$ cat config.mk
export PLATFORM = sky130hd
export DESIGN_NAME = serial_adder
export DESIGN_NICKNAME = d
export VERILOG_FILES = /design/src/rtl/serial_adder_pkg.sv /design/src/rtl/serial_adder_full_adder_slice.sv /design/src/rtl/serial_adder.sv
export SDC_FILE = /design/constraint.sdc
export NUM_CORES = 1
export LEC_CHECK = 0
export CORE_MARGIN = 8
export CORE_UTILIZATION = 53
export DETAILED_ROUTE_END_ITERATION = 6
export GPL_TIMING_DRIVEN = 1
export HOLD_SLACK_MARGIN = 0.02
export MAX_ROUTING_LAYER = met4
export PLACE_DENSITY_LB_ADDON = 0.15
export SYNTH_ARGS = -nofsm -noshare
export SYNTH_HDL_FRONTEND = slang
export SYNTH_SLANG_ARGS = --single-unit
$ cat constraint.sdc
create_clock -name clk -period 3.8 [get_ports clk]
set_input_delay 0.76 -clock clk [delete_from_list [all_inputs] [get_ports clk]]
set_output_delay 0.76 -clock clk [all_outputs]
set_load 0.05 [all_outputs]
$ cat src/rtl/serial_adder_pkg.sv
`default_nettype none
// ============================================================================
// Module      : serial_adder_pkg
// Description : Shared FSM state type and parameter helpers for serial_adder.
// Revision    : 1.0 - initial release
// ============================================================================
package serial_adder_pkg;

  typedef enum logic [1:0] {
    IDLE = 2'd0,
    RUN  = 2'd1,
    DONE = 2'd2
  } state_t;

  function automatic bit digit_ok(input int width, input int digit);
    return (width >= 1) && (digit >= 1) && ((width % digit) == 0);
  endfunction

  // A single-step adder still needs a one-bit counter.
  function automatic int cnt_width(input int steps);
    return (steps > 1) ? $clog2(steps) : 1;
  endfunction

endpackage
`default_nettype wire

$ cat src/rtl/serial_adder_full_adder_slice.sv
`default_nettype none
// ============================================================================
// Module      : half_adder / full_adder_slice
// Description : Half-adder cell and the DIGIT-bit ripple slice built from it.
// Revision    : 1.0 - initial release
// ============================================================================
module half_adder (
  input  logic i_x,
  input  logic i_y,
  output logic o_s,
  output logic o_c
);
  assign o_s = i_x ^ i_y;
  assign o_c = i_x & i_y;
endmodule

module full_adder_slice #(
  parameter int DIGIT = 1
) (
  input  logic [DIGIT-1:0] i_a,
  input  logic [DIGIT-1:0] i_b,
  input  logic             i_cin,
  output logic [DIGIT-1:0] o_sum,
  output logic             o_cout,
  output logic             o_ctop
);
  logic [DIGIT:0] w_c;

  assign w_c[0] = i_cin;

  for (genvar i = 0; i < DIGIT; i++) begin : g_bit
    logic w_s1, w_c1, w_c2;
    half_adder u_ha0 (.i_x(i_a[i]), .i_y(i_b[i]), .o_s(w_s1),     .o_c(w_c1));
    half_adder u_ha1 (.i_x(w_s1),   .i_y(w_c[i]), .o_s(o_sum[i]), .o_c(w_c2));
    assign w_c[i+1] = w_c1 | w_c2;
  end

  assign o_cout = w_c[DIGIT];
  // Carry entering the slice's top bit; feeds the signed-overflow check.
  assign o_ctop = w_c[DIGIT-1];
endmodule
`default_nettype wire

$ cat src/rtl/serial_adder.sv
`default_nettype none
// ============================================================================
// Module      : serial_adder
// Description : Digit-serial adder, DIGIT bits per cycle, start/busy/done.
// Revision    : 1.0 - initial release
// ============================================================================
module serial_adder
  import serial_adder_pkg::*;
#(
  parameter int WIDTH = 8,
  parameter int DIGIT = 1
) (
  input  logic             clk,
  input  logic             rst,
  input  logic             start,
  input  logic [WIDTH-1:0] a,
  input  logic [WIDTH-1:0] b,
  input  logic             cin,
  output logic             busy,
  output logic             done,
  output logic [WIDTH-1:0] sum,
  output logic             cout,
  output logic             overflow
);
  localparam int STEPS = WIDTH / DIGIT;
  localparam int CNT_W = cnt_width(STEPS);
  localparam logic [CNT_W-1:0] LAST = CNT_W'(STEPS - 1);

  if (!digit_ok(WIDTH, DIGIT)) begin : g_bad_param
    $fatal(1, "serial_adder: DIGIT must divide WIDTH");
  end

  state_t             r_state, w_state_nxt;
  logic [WIDTH-1:0]   r_a, r_b, r_acc, r_sum;
  logic [CNT_W-1:0]   r_cnt;
  logic               r_carry, r_cout, r_ovf;
  logic               w_accept, w_last;
  logic [DIGIT-1:0]   w_dsum;
  logic               w_dcout, w_dctop;
  logic [WIDTH-1:0]   w_acc_shift;

  full_adder_slice #(.DIGIT(DIGIT)) u_slice (
    .i_a    (r_a[DIGIT-1:0]),
    .i_b    (r_b[DIGIT-1:0]),
    .i_cin  (r_carry),
    .o_sum  (w_dsum),
    .o_cout (w_dcout),
    .o_ctop (w_dctop)
  );

  // New digits enter at the MSB so the accumulator is aligned after STEPS shifts.
  if (STEPS > 1) begin : g_acc_multi
    assign w_acc_shift = {w_dsum, r_acc[WIDTH-1:DIGIT]};
  end else begin : g_acc_single
    assign w_acc_shift = w_dsum;
  end

  always_ff @(posedge clk) begin
    if (rst) r_state <= IDLE;
    else     r_state <= w_state_nxt;
  end

  always_comb begin
    w_state_nxt = r_state;
    w_accept    = 1'b0;
    w_last      = 1'b0;
    case (r_state)
      IDLE: begin
        if (start) begin
          w_accept    = 1'b1;
          w_state_nxt = RUN;
        end
      end
      RUN: begin
        if (r_cnt == LAST) begin
          w_last      = 1'b1;
          w_state_nxt = DONE;
        end
      end
      DONE: begin
        w_accept    = start;
        w_state_nxt = start ? RUN : IDLE;
      end
      default: w_state_nxt = IDLE;
    endcase
  end

  always_ff @(posedge clk) begin
    if (rst) begin
      r_a     <= '0;
      r_b     <= '0;
      r_acc   <= '0;
      r_carry <= 1'b0;
      r_cnt   <= '0;
      r_sum   <= '0;
      r_cout  <= 1'b0;
      r_ovf   <= 1'b0;
    end else begin
      if (w_accept) begin
        r_a     <= a;
        r_b     <= b;
        r_carry <= cin;
        r_acc   <= '0;
        r_cnt   <= '0;
      end else if (r_state == RUN) begin
        r_a     <= r_a >> DIGIT;
        r_b     <= r_b >> DIGIT;
        r_carry <= w_dcout;
        r_acc   <= w_acc_shift;
        r_cnt   <= r_cnt + CNT_W'(1);
      end
      if (w_last) begin
        r_sum  <= w_acc_shift;
        r_cout <= w_dcout;
        r_ovf  <= w_dctop ^ w_dcout;
      end
    end
  end

  assign busy     = (r_state == RUN);
  assign done     = (r_state == DONE);
  assign sum      = r_sum;
  assign cout     = r_cout;
  assign overflow = r_ovf;
endmodule
`default_nettype wire
# Yosys cells after proc, flatten, opt, wreduce, memory -nomap -nowiden
# Index checks and enable logic that the tools add are counted.
# Widths: inputs -> output; s select.
[op_classes]
n_bitwise = 6
muxes = 14
n_mul = 0
reduce_logical = 4
n_addsub = 1
n_shift = 0
div_mod_pow = 0
magnitude_cmp = 0
eq_ne = 5
[ops]
columns = ["op", "count"]
rows = [
  ["$mux 8", 4],
  ["$mux 1", 6],
  ["$pmux 2 s3", 1],
  ["$mux 2", 2],
  ["$add 3x1->3 const B", 1],
  ["$eq 3x3->1 const B", 1],
  ["$xor 1x1->1", 3],
  ["$and 1x1->1", 2],
  ["$eq 2x1->1 const B", 1],
  ["$eq 2x2->1 const B", 1],
  ["$logic_not 2->1", 1],
  ["$ne 2x1->1 const B", 1],
  ["$ne 2x2->1 const B", 1],
  ["$pmux 1 s2", 1],
  ["$reduce_and 2->1", 1],
  ["$reduce_bool 2->1", 1],
  ["$reduce_or 2->1", 1],
  ["$or 1x1->1", 1],
]
[totals]
mem_count = 0
mem_bits_ro = 0
mem_bits_rw = 0
regBits = 40
output_inout_bits = 12
latch_bits = 0
word_cells = 39

# Depth between registers and ports, before layout
[logic_depth]
ltp_word = 5
depth_mapped = 6
depth_no_buf = 5

# By module
# A second synthesis with hierarchy kept.
[hier_totals]
cells_unflattened = 183
area_unflattened_um2 = 1577.8
[by_module_without_submodules]
columns = ["mod", "cells_each", "seq_area_each_um2", "n_inst", "area_each_um2"]
rows = [
  ["serial_adder", 179, 780.7, 1, 1539.0],
  ["half_adder", 1, 0.0, 2, 12.5],
  ["full_adder_slice", 2, 0.0, 1, 13.8],
]

# Worst setup path after synthesis
# No wires, ideal clock.
[synth_timing]
path_kind = "flip-flop to output port"
start = "reg r_state[1]"
end = "out done"
required_ns = 3.040
path_buffers = 0
setup_slack_ns = 2.003
arrival_ns = 1.037
stages_incl_launch_ff = 2
path_cell_list = "dfxtp_1 -> nor2b_1"
[synth_via]
elab_chain_len = 1
[synth_lines]
columns = ["item", "line_no", "source"]
rows = [
  ["start, declared", "serial_adder.sv:33", "state_t r_state, w_state_nxt;"],
  ["start signal, assigned", "serial_adder.sv:60", "else r_state <= w_state_nxt;"],
  ["$eq 2x2->1", "serial_adder.sv:121", "assign done = (r_state == DONE);"],
  ["end, declared", "serial_adder.sv:20", "output logic done,"],
]
# No other way between the ends.

# Final worst setup path
[layout_timing]
start = "reg r_state[0]"
end = "out busy"
[layout_via]
elab_chain_len = 1
[layout_lines]
columns = ["item", "line_no", "source"]
rows = [
  ["$eq 2x1->1", "serial_adder.sv:120", "assign busy = (r_state == RUN);"],
  ["end, declared", "serial_adder.sv:19", "output logic busy,"],
]
# No other way between the ends.

==> summary.md <==
| Metric | Value |
|---|---|
| Element type at the critical path end | output port |
| Total CTS buffers | 5 |
| Maxcap violations | 0 |
| Clk root buf | clkbuf_4 |
| Hold_buf cts | 0 |
| Clock latency on the worst-skew pair | 0.34 ns |
| Crit path buf inv count | 3 |
| Setup Viol. Count Final | 0 |
| Ys Warns | 0 |
| Worst-Margin Slew | 0.500 ns |
| Largest net degree at the start of global routing | 31 |
| Synth top cells by count | nand2_1, dfxtp_1, a21oi_1, nor3_1, nor2_1 |
| Post-route ant nets | 0 |
| Syn Std Cell Area | 0.00155 mm2 |
| Synth Area per Inst | 8.63 um2 |
| GP Congestion | 0.754 |
| Non-filler cells, final | 239 |
| Slowest stage delay, CP | 0.84 ns |
| Cells after DPL | 231 |
| Count leader, synth | nand2_1 |
| WHS Endpoint | sum[7] |
| Critical path peak fanout | 27 |
| Synth async-reset ratio | 0 |
| Final setup TNS | 0 ns |
| Critical path required time | 3.04 ns |
| Worst min-delay path startpoint | sum[7] |
| Reg2Reg Capture Point | overflow |
| VDD IR max | 0.000286 V |
| Cell taking the most area after synthesis | dfxtp_1 |
| Hold path depth | 2 |
| Total congestion overflow | 0 |
| Die ar. | 0.00492 mm2 |
| Final critical-path required period | 2.87 ns |
| Syn nets | 203 |
| Final hold violation count | 0 |
| Highest clock rate | 348 MHz |
| Number of flops mapped to enable cells by yosys | 0 |
| Critical Path AT | 2.11 ns |
| 1st-iter DRT viols | 55 |
| Wirelength, routed | 3.31 mm |
| Post-synthesis register bit count | 39 |
| I/O pin cnt | 32 |
| Netlist cell types | 29 |
| CTS sink count | 39 |
| DR WL/cell | 13.8 um |
| Slowest CP cell | clkdlybuf4s50_1 |
| Worst rel slew slack | 0.665 |
| Synthesized instance count | 180 |
| Antenna Cells | 0 |
| Drt pass-1 iters | 4 |
| PwrDens | 410 mW/mm2 |
| Share of cells above drive strength 1 | 0.0577 |
| Reg2reg path depth | 5 |
| H-tree depth | 2 |
| Drt drc | 0 |
| Overall Global Routing Usage | 0.137 |
| Critical path class | flip-flop to output port |
| Final period util | 0.755 |
| CTS tree | done |
| Slew Viols, Final | 0 |
| IO buf count | 31 |
| Reg clk slew, reported paths | 0.11 ns |
| FF-to-FF setup slack | 2.29 ns |
| Bufs on Longest Clock Path | 2 |
| First-pass GRT wire length | 5.48 mm |
| RSZ-0062 raised after global routing | no |
| Post-CTS setup buffers | 0 |
| PostCTS Resize Cnt | 0 |
| Nets | 230 |
| Via count of the first global-routing pass | 1291 |
| Synth Flop Type | dfxtp_1 |
| Crit path launch type | flip-flop |
| CP cell instances | nand2b_1, buf_4, inv_6, clkdlybuf4s50_1 |
| P&R area growth vs syn | 21.7% |
| DPL Wire Length | 2.32 mm |
| Die width | 70.2 um |
| Via/cell ratio | 5.58 |
| Synth top area share | 0.502 |
| Starting Density | 0.559 |
| Antenna violations before repair | 0 |
| Leakage | 0.000658 uW |
| Register area share after synthesis | 0.502 |
| Clk_skew | 0.00305 ns |
| Tightest Hold Check Type | flip-flop to flip-flop |
| Row count | 19 |
| Synth top area cells | dfxtp_1, nand2_1, a21oi_1 |
| Top cell family by delay on the critical path | buffers and inverters |
| Die height | 70.2 um |
| Status | finished, final reports clean |
| Reg2reg start | r_cnt[0] |
| DR vias | 1333 |
| Core Area | 0.00278 mm2 |
metal layers:
metal / vias to the layer above / global-route usage / wire [um]
li1: 675 / - / -
met4: 0 / 0.0536 / 62
met3: 7 / 0.0508 / 163
met2: 38 / 0.232 / 1640
met5: - / - / 0
met1: 613 / 0.140 / 1440
worst register-to-register path: cells and delay by family (launching register included):
family                     cells  cell delay, ns
adders and majority gates      2            0.38
AOI/OAI and AO/OA              1            0.21
and+or+nand+nor                2            0.45
DFF                            1            0.38
worst max-delay path by stage:
stage | start | endpoint | slack [ns] | cells past startpoint
2_1_floorplan | r_state[1] | done | 2.00 | 1
3_3_place_gp | r_state[1] | busy | 1.35 | 4
3_5_place_dp | r_state[0] | busy | 1.31 | 4
4_1_cts | r_state[0] | busy | 0.92 | 4
5_1_grt | r_state[0] | busy | 0.81 | 4
6_report | r_state[0] | busy | 0.93 | 4
layout make-up:
type	count	area, um2
repair buffers	33	325
inverters	1	8.76
fillers	253	890
well taps	31	38.8
flip-flops and latches	39	781
clock buffers	8	68.8
multi-input cells	127	669
cells in the final DEF (no fill, tap or decap):
master,count
o22ai_1,8
and3b_1,1
nand3b_1,1
nand2_1,47
nor2b_1,1
nor3_1,17
fa_1,1
dfxtp_1,39
nand3_1,3
o21a_1,1
mux2i_1,1
clkdlybuf4s50_1,31
a21oi_1,21
xnor2_1,2
and2b_1,1
clkbuf_4,5
a22oi_1,2
buf_4,2
clkbuf_1,1
a311oi_1,4
ha_1,2
clkbuf_8,2
nand2b_1,2
nor2_1,9
inv_6,1
nand2b_2,1
a211oi_1,1
a311oi_2,1
report_power, final:
group | switching, uW | internal [uW]
registers | 12.3 | 428
logic | 53.7 | 45.9
clock network | 127 | 109
total | 193 | 582
through the flow:
| stage | utilization | hold WS (ns) | power [uW] | setup slack (ns) | instance area [um2] |
|---|---|---|---|---|---|
| floorplan | - | 0.432 | 521 | 2.00 | 1550 |
| global placement | 0.655 | 0.442 | 544 | 1.35 | 1820 |
| detailed placement | 0.655 | 0.447 | 548 | 1.31 | 1820 |
| CTS | 0.680 | 0.462 | 782 | 0.916 | 1890 |
| global route | 0.680 | 0.484 | 810 | 0.805 | 1890 |
| finish | 0.680 | 0.459 | 775 | 0.930 | 1890 |
state kept, by name (all words and copies together) (netlist names):
name      count
r_a           8
r_b           8
sum           8
r_acc         7
r_cnt         3
r_state       2
cout          1
overflow      1
r_carry       1
cell families after synthesis:
| group | Yosys count | share of synthesized area |
|---|---|---|
| buffers and inverters | 14 | 0.0668 |
| DFF | 39 | 0.502 |
| and+or+nand+nor | 83 | 0.233 |
| adders and majority gates | 3 | 0.0290 |
| xor gates and xnor gates | 2 | 0.0113 |
| AOI/OAI and AO/OA | 38 | 0.151 |
| muxes | 1 | 0.00644 |
No activity file was read; power rests on OpenSTA's default activity.
